$ cat config.mk
export PLATFORM = sky130hd
export DESIGN_NAME = alarm_ctrl
export DESIGN_NICKNAME = d
export VERILOG_FILES = /design/src/rtl/alarm_ctrl.sv
export SDC_FILE = /design/constraint.sdc
export NUM_CORES = 1
export LEC_CHECK = 0
export CAP_MARGIN = 5
export CELL_PAD_IN_SITES_DETAIL_PLACEMENT = 0
export CELL_PAD_IN_SITES_GLOBAL_PLACEMENT = 1
export CORE_UTILIZATION = 39
export CTS_CLUSTER_SIZE = 16
export DETAILED_ROUTE_END_ITERATION = 7
export PLACE_DENSITY_LB_ADDON = 0.1
export SLEW_MARGIN = 20
export SYNTH_ARGS = -nofsm -noshare
export SYNTH_HDL_FRONTEND = slang
export SYNTH_SLANG_ARGS = --single-unit
$ cat constraint.sdc
create_clock -name clk -period 2.7 [get_ports clk]
set_clock_uncertainty 0.2 [all_clocks]
set_input_delay 0.405 -clock clk [delete_from_list [all_inputs] [get_ports clk]]
set_output_delay 0.405 -clock clk [all_outputs]
set_load 0.01 [all_outputs]
$ cat src/rtl/alarm_ctrl.sv
// alarm_ctrl: alarm controller that sits downstream of digital_clk.
// It watches the clock's seconds value for changes (ticks), raises alarm_on
// when the stored alarm hh:mm is reached at second 0, and supports stop,
// snooze, and an automatic ring timeout.
// Optional feature: define ALARM_SNOOZE_LIMIT_EN to cap the number of snoozes
// per alarm event at MAX_SNOOZE. Without the macro, snoozes are unlimited.
module alarm_ctrl #(
  parameter int RING_SEC   = 60,
  parameter int SNOOZE_MIN = 5
`ifdef ALARM_SNOOZE_LIMIT_EN
  ,
  parameter int MAX_SNOOZE = 3
`endif
) (
  input  logic       clk,
  input  logic       rst,
  input  logic [5:0] seconds,
  input  logic [5:0] minutes,
  input  logic [4:0] hours,
  input  logic       set_en,
  input  logic [4:0] set_hours,
  input  logic [5:0] set_minutes,
  input  logic       arm,
  input  logic       snooze,
  input  logic       stop,
  output logic       alarm_on,
  output logic       snoozing,
  output logic [4:0] alm_hours,
  output logic [5:0] alm_minutes
);

  typedef enum logic [1:0] {
    IDLE   = 2'd0,
    RING   = 2'd1,
    SNOOZE = 2'd2
  } state_t;

  localparam logic [7:0]  RING_LAST = 8'(RING_SEC - 1);
  localparam logic [11:0] SNZ_LOAD  = 12'(SNOOZE_MIN * 60);

  state_t      state;
  logic [5:0]  prev_sec;
  logic [7:0]  ring_cnt;
  logic [11:0] snz_cnt;
  logic        tick;
  logic        match;
  logic        snooze_ok;
`ifdef ALARM_SNOOZE_LIMIT_EN
  logic [1:0]  snz_used;
`endif

  // Tick detection, alarm match, and snooze permission.
  always_comb begin
    tick  = (seconds != prev_sec);
    match = arm & tick & (seconds == 6'd0) &
            (hours == alm_hours) & (minutes == alm_minutes);
`ifdef ALARM_SNOOZE_LIMIT_EN
    snooze_ok = ({30'd0, snz_used} < 32'(MAX_SNOOZE));
`else
    snooze_ok = 1'b1;
`endif
  end

  // Remember the last seconds value so each change counts as one tick.
  always_ff @(posedge clk or posedge rst) begin
    if (rst) begin
      prev_sec <= 6'd0;
    end else begin
      prev_sec <= seconds;
    end
  end

  // Alarm time storage; out-of-range loads are dropped entirely.
  always_ff @(posedge clk or posedge rst) begin
    if (rst) begin
      alm_hours   <= 5'd0;
      alm_minutes <= 6'd0;
    end else if (set_en && (set_hours < 5'd24) && (set_minutes < 6'd60)) begin
      alm_hours   <= set_hours;
      alm_minutes <= set_minutes;
    end else begin
      alm_hours   <= alm_hours;
      alm_minutes <= alm_minutes;
    end
  end

  // Ring/snooze state machine with registered outputs that track the next state.
  always_ff @(posedge clk or posedge rst) begin
    if (rst) begin
      state    <= IDLE;
      alarm_on <= 1'b0;
      snoozing <= 1'b0;
      ring_cnt <= 8'd0;
      snz_cnt  <= 12'd0;
`ifdef ALARM_SNOOZE_LIMIT_EN
      snz_used <= 2'd0;
`endif
    end else if (!arm) begin
      // Disarming cancels any ringing or snooze immediately.
      state    <= IDLE;
      alarm_on <= 1'b0;
      snoozing <= 1'b0;
      ring_cnt <= 8'd0;
      snz_cnt  <= 12'd0;
    end else begin
      case (state)
        IDLE: begin
          if (match) begin
            state    <= RING;
            alarm_on <= 1'b1;
            snoozing <= 1'b0;
            ring_cnt <= 8'd0;
`ifdef ALARM_SNOOZE_LIMIT_EN
            snz_used <= 2'd0;
`endif
          end else begin
            alarm_on <= 1'b0;
            snoozing <= 1'b0;
          end
        end
        RING: begin
          if (stop) begin
            state    <= IDLE;
            alarm_on <= 1'b0;
            snoozing <= 1'b0;
            ring_cnt <= 8'd0;
          end else if (snooze && snooze_ok) begin
            state    <= SNOOZE;
            alarm_on <= 1'b0;
            snoozing <= 1'b1;
            snz_cnt  <= SNZ_LOAD;
`ifdef ALARM_SNOOZE_LIMIT_EN
            snz_used <= snz_used + 2'd1;
`endif
          end else if (tick) begin
            if (ring_cnt >= RING_LAST) begin
              // Ring timed out without user action.
              state    <= IDLE;
              alarm_on <= 1'b0;
              snoozing <= 1'b0;
              ring_cnt <= 8'd0;
            end else begin
              ring_cnt <= ring_cnt + 8'd1;
            end
          end else begin
            ring_cnt <= ring_cnt;
          end
        end
        SNOOZE: begin
          // A snooze strobe here has no effect; only stop or expiry leave.
          if (stop) begin
            state    <= IDLE;
            alarm_on <= 1'b0;
            snoozing <= 1'b0;
            snz_cnt  <= 12'd0;
          end else if (tick) begin
            if (snz_cnt <= 12'd1) begin
              state    <= RING;
              alarm_on <= 1'b1;
              snoozing <= 1'b0;
              snz_cnt  <= 12'd0;
              ring_cnt <= 8'd0;
            end else begin
              snz_cnt <= snz_cnt - 12'd1;
            end
          end else begin
            snz_cnt <= snz_cnt;
          end
        end
        default: begin
          state    <= IDLE;
          alarm_on <= 1'b0;
          snoozing <= 1'b0;
          ring_cnt <= 8'd0;
          snz_cnt  <= 12'd0;
        end
      endcase
    end
  end

endmodule

After elaboration in Yosys (flattened, before gate mapping). Index checks and enable logic that the tools add are counted.

Reduce and logical (&&, ||, !) cells: 8. Bitwise logic cells: 4. Equality and inequality tests: 18. $lt $le $gt $ge: 4. $add $sub $neg: 2. Muxes and demuxes: 44.

Operators with widths (number): 12-bit 2-to-1 mux (6); 8-bit 2-to-1 mux (9); 12-bit one-hot mux with 3 select lines (1); 8-bit one-hot mux with 3 select lines (1); 2-bit 2-to-1 mux (9); 3-bit != test (second input constant) (6); 4-bit != test (second input constant) (4); 1-bit 2-to-1 mux (15); 12-bit by 1-bit less-or-equal comparator with 1-bit output (second input constant) (1); 12-bit by 1-bit subtractor with 12-bit output (second input constant) (1); 5-bit != test (second input constant) (2); 8-bit by 1-bit adder with 8-bit output (second input constant) (1); 8-bit by 6-bit >= comparator with 1-bit output (second input constant) (1); 4-bit AND reduction (2); 6-bit equality test (1); 6-bit zero test (1); 6-bit less-than comparator (second input constant) (1); 6-bit != test (1); 2-bit one-hot mux with 3 select lines (1); 6-bit AND reduction (1); 5-bit equality test (1); 5-bit less-than comparator (second input constant) (1); 5-bit AND reduction (1); 1-bit AND (4); other kinds (7) (8).

Word-level logic and storage cells: 88. Flip-flop bits (word level): 41. Output and inout bits: 13. Input port bits: 34.

Depth between registers and ports, before layout.
Word-level depth: 8. Mapped depth: 9. Mapped depth without buffers: 8.

Least setup slack after synthesis. OpenSTA, ideal clock, no wires.

Path type: input port to flip-flop. Start: in arm. End: reg ring_cnt[3]. Setup time: 110 ps. Buffers on the path: 2. Stages on the path: 8. Slack: 446 ps. Data required time: 2390 ps. Arrival time: 1943 ps. Path through: buf_2 > nor4b_2 > nand2_1 > nor4_2 > o221ai_2 > or2_1 > buf_6 > o41ai_1.

Word-level cells in the longest chain between the ends: 6. Elaborated cells on any way between the ends: 12. Those cells by class: 6 x eq/ne; 1 x mux; 4 x bitwise; 1 x reduce/logical.

RTL lines: start, declared (RTL line 23) `input logic arm,`; 1-bit AND (3 in a row) (RTL line 55) `match = arm & tick & (seconds == 6'd0) &`; 1-bit AND (RTL line 56) `(hours == alm_hours) & (minutes == alm_minutes);`; 3-bit != test (no line); 6-bit AND reduction (no line); end signal, assigned (RTL line 143) `ring_cnt <= ring_cnt + 8'd1;`; end signal, assigned (RTL line 146) `ring_cnt <= ring_cnt;`; end, declared (RTL line 43) `logic [7:0] ring_cnt;`.

Parallel ways exist; a longest one is shown, timed or not. A chain may end at the register's enable or synchronous reset.

Final worst setup path.
Start: in seconds[0]. End: reg ring_cnt[3].

Word-level cells in the longest chain between the ends: 7. Elaborated cells on any way between the ends: 10. Those cells by class: 4 x eq/ne; 4 x bitwise; 2 x reduce/logical.

RTL lines: start, declared (RTL line 17) `input logic [5:0] seconds,`; 6-bit != test (RTL line 54) `tick = (seconds != prev_sec);`; 1-bit AND (3 in a row) (RTL line 55); 1-bit AND (RTL line 56); 3-bit != test (no line); 6-bit AND reduction (no line) (*).

Mark *: on every way between the ends. The rest lies on a longest branch, timed or not.

==> results.yml <==
yosys:
  yosys.area.top_type_share: 0.457
  yosysMostFrequentCell: "sky130_fd_sc_hd__dfrtp_1"
  fraction_of_synthesis_flops_using_an_asynchronous_set_or_reset_pin: 1.00
  synth_flop_cell: "sky130_fd_sc_hd__dfrtp_1"
  synthesis.area_per_instance_um2: 10.3
  synth.top_cells.by_count: "41 x sky130_fd_sc_hd__dfrtp_1, 24 x sky130_fd_sc_hd__nor2_1, 21 x sky130_fd_sc_hd__o21ai_0, 14 x sky130_fd_sc_hd__nand2_1, 12 x sky130_fd_sc_hd__mux2_2"
  postSynthCellCount: 218
  synth.area.top_cells: "sky130_fd_sc_hd__dfrtp_1 46%, sky130_fd_sc_hd__mux2_2 6.0%, sky130_fd_sc_hd__o21ai_0 4.7%"
  synth_largest_area_cell: "sky130_fd_sc_hd__dfrtp_1"
  netlist_area_um2: 2240
  postSynthNetCount: 259
  synth-seq-area-share: 0.457
  ys_types: 45
  postSynthRegisterBits: 41
  synth-warning-count: 0
  synth_edf_count: 0
worst_hold_path:
  tightest_hold_check_type: "reg2reg"
cells_and_area:
  num_antenna_cells: 0
  layout.filler_cells: 537
  share_of_layout_cells_above_drive_strength_1: 0.153
  layout.nets: 314
  syn_to_final_growth_pct: 31.0
  final-instance-count-excl-fill: 346
power:
  total_leakage_power_nw: 1.23
  p_comb_frac: 0.159
  intPower_mw: 1.08
  power.share.switching: 0.238
  power.net_switching_uw: 337
  share_seq_of_total_power: 0.471
  worst_ir_drop_vdd_v: 0.000245
  powerDensity_nw_per_um2: 481
  clock_power_share: 0.370
sta:
  final-max-slew-violation-count: 0
  finalCriticalPeriod_ns: 2.46
  worstMarginPinSlew_ns: 0.530
  report.final.setup_viol: 0
  hold_slack_ns: 0.296
  setup_repair_after_global_routing_missed_its_margin: "false"
  setup_tns_ns: 0
  timing.max_slew.rel_slack: 0.646
  count_of_final_hold_check_violations: 0
  worst_case_setup_margin_in_the_final_layout_ns: 0.241
  fmax_mhz: 407
  final_clock_period_utilization_by_the_worst_path: 0.911
clock_tree:
  clkLatencyLatePin_ns: 0.30
  cts-buffers-inserted: 5
  ctsHoldBuffers: 0
  clkSlewWorstSetupHoldPaths_ns: 0.08
  tritoncts_num_sinks: 41
  cts_htree_levels: 2
  postCtsSetupBuffers: 0
  cts-root-to-sink-buffers: 2
  clock_root_buffer_master: "sky130_fd_sc_hd__clkbuf_8"
  cts-resized-gates: 0
  tritoncts_clock_tree: "built"
routing:
  total_routed_wirelength_um: 4740
  drt_iter0_drc: 62
  dr_total_vias: 1794
  drc_errors: 0
  avgViaCountPerCell: 5.18
  routedWlPerCell_um: 13.7
  drtPass1Iterations: 4
  ant_nets: 0
floorplan:
  core_area_um2: 5540
  fp.dieArea_um2: 6060
  die_w_um: 77.9
  die_height_um: 77.9
  num_io_pins: 47
  initial_core_util: 0.405
  row_count: 27
placement:
  post-place-cells: 338
  gp_routability_congestion: 0.727
  pre_cts_ws_ns: -0.128
  place.port_buffers: 46
  place.detailed.hpwl_um: 3490
global_route:
  grt.met3_usage: 0.0518
  grt_first_pass_wirelength_um: 8510
  overflow: 0
  antenna_violations_before_repair: 0
  grt_use_total: 0.178
  grt_util_met2: 0.278
  vias_in_the_first_global_route: 1839
  grt_start_max_net_pins: 42
  gr-usage-met1: 0.240
  grt_most_used_layer: "met2"
setup_path:
  cp_max_fo: 8
  start_kind: "primary input"
  timing.critical_path.max_delay_family: "simple AND/OR/NAND/NOR gates"
  critical_path.n_buffers_inverters: 1
  cp_data_arrival_time_ns: 2.45
  crit_required_ns: 2.69
  timing_worst_setup_path_type: "in2reg"
  cp_cell_sequence: "clkdlybuf4s50_1 > nor4b_2 > nand2_1 > nor4_2 > o221ai_2 > or2_1 > o41ai_1"
  max_stage_delay_ns: 0.46
  critPathCaptureType: "register"
  timing.critical_path.slowest_stage_cell: "sky130_fd_sc_hd__clkdlybuf4s50_1"
run_status:
  result_of_the_run: "completed"
job:
  maxCapViolations: 0
[final timing paths]
check / endpoint / cells after the start / start / slack, ns
max in group asynchronous: snz_cnt[2] / 3 / rst / 1.60
min: snoozing / 2 / snoozing / 0.30
min in group asynchronous: snz_cnt[10] / 3 / rst / 0.34
max: ring_cnt[3] / 7 / seconds[0] / 0.24
max reg2reg: ring_cnt[3] / 8 / snz_cnt[0] / 0.31
min reg2reg: snoozing / 2 / snoozing / 0.30
[power by group through the flow]
stage / combinational (mW) / clock, mW / sequential (mW)
after floorplan: 0.0942 / 0 / 0.687
after global placement: 0.227 / 0 / 0.679
after detailed placement: 0.228 / 0 / 0.678
after CTS: 0.229 / 0.541 / 0.667
after global routing: 0.246 / 0.563 / 0.671
final: 0.225 / 0.523 / 0.666
[worst reg2reg max path, stage by stage (launching register included)]
cell and delay, ns:
sky130_fd_sc_hd__dfrtp_1 0.43, sky130_fd_sc_hd__inv_1 0.08, sky130_fd_sc_hd__ha_1 0.28, sky130_fd_sc_hd__o21ba_2 0.19
sky130_fd_sc_hd__nand4_4 0.14, sky130_fd_sc_hd__a31oi_4 0.19, sky130_fd_sc_hd__a21oi_2 0.08, sky130_fd_sc_hd__or2_1 0.34
sky130_fd_sc_hd__o41ai_1 0.35
[logic make-up after synthesis]
family | count (synthesis) | synth area share
AND/OR/NAND/NOR | 71 | 0.178
adder cells (fa/ha/maj) | 7 | 0.0390
flip-flops | 41 | 0.457
XOR/XNOR | 17 | 0.0663
multiplexers | 12 | 0.0602
AO/OA/AOI/OAI | 57 | 0.174
buffers and inverters | 13 | 0.0256
[layer usage]
metal  vias to the layer above  part of all wire  wire [µm]
met5                         -                 0          0
met4                         0            0.0097         46
met3                         5             0.053        249
met2                        43              0.45       2120
met1                       848              0.49       2320
li1                        898                 -          -
[cell usage in the layout (no fill, tap or decap), types with 2 or more instances in the layout]
cell	count
sky130_fd_sc_hd__nor3_1	3
sky130_fd_sc_hd__o31ai_1	7
sky130_fd_sc_hd__and2_1	2
sky130_fd_sc_hd__ha_1	7
sky130_fd_sc_hd__xnor2_1	11
sky130_fd_sc_hd__nand4_1	3
sky130_fd_sc_hd__inv_1	8
sky130_fd_sc_hd__clkbuf_8	6
sky130_fd_sc_hd__o21ai_0	21
sky130_fd_sc_hd__xor2_1	6
sky130_fd_sc_hd__nand2b_1	3
sky130_fd_sc_hd__o41ai_1	5
sky130_fd_sc_hd__a31oi_1	6
sky130_fd_sc_hd__nor2_1	24
sky130_fd_sc_hd__and2_2	3
sky130_fd_sc_hd__nand3_1	7
sky130_fd_sc_hd__buf_4	7
sky130_fd_sc_hd__mux2_2	12
sky130_fd_sc_hd__dfrtp_1	41
sky130_fd_sc_hd__nand2_1	14
sky130_fd_sc_hd__a21oi_1	5
sky130_fd_sc_hd__and3_1	2
sky130_fd_sc_hd__clkdlybuf4s50_1	46
sky130_fd_sc_hd__nor4_1	2
[area by class of cell]
type                            instances  area (µm²)  share of cell area
Timing Repair Buffer                   53         513               0.174
Sequential cell                        41        1030               0.349
Clock buffer                            6        82.6              0.0281
Multi-Input combinational cell        164        1160               0.395
Tap cell                               72        90.1              0.0306
Clock inverter                          2        37.5              0.0128
Inverter                                8        30.0              0.0102
[sequential cells by signal (all words and copies together), names as in the netlist]
name and cells:
snz_cnt 12, ring_cnt 8, alm_minutes 6, prev_sec 6, alm_hours 5, state 2
alarm_on 1, snoozing 1
[metrics by stage]
stage,util,area [µm²],total power [mW]
after floorplan,-,2240,0.781
after global placement,0.509,2820,0.906
after detailed placement,0.509,2820,0.907
after CTS,0.531,2940,1.44
after global routing,0.531,2940,1.48
final,0.531,2940,1.41
Note: power is estimated with default switching activity, not from simulation.
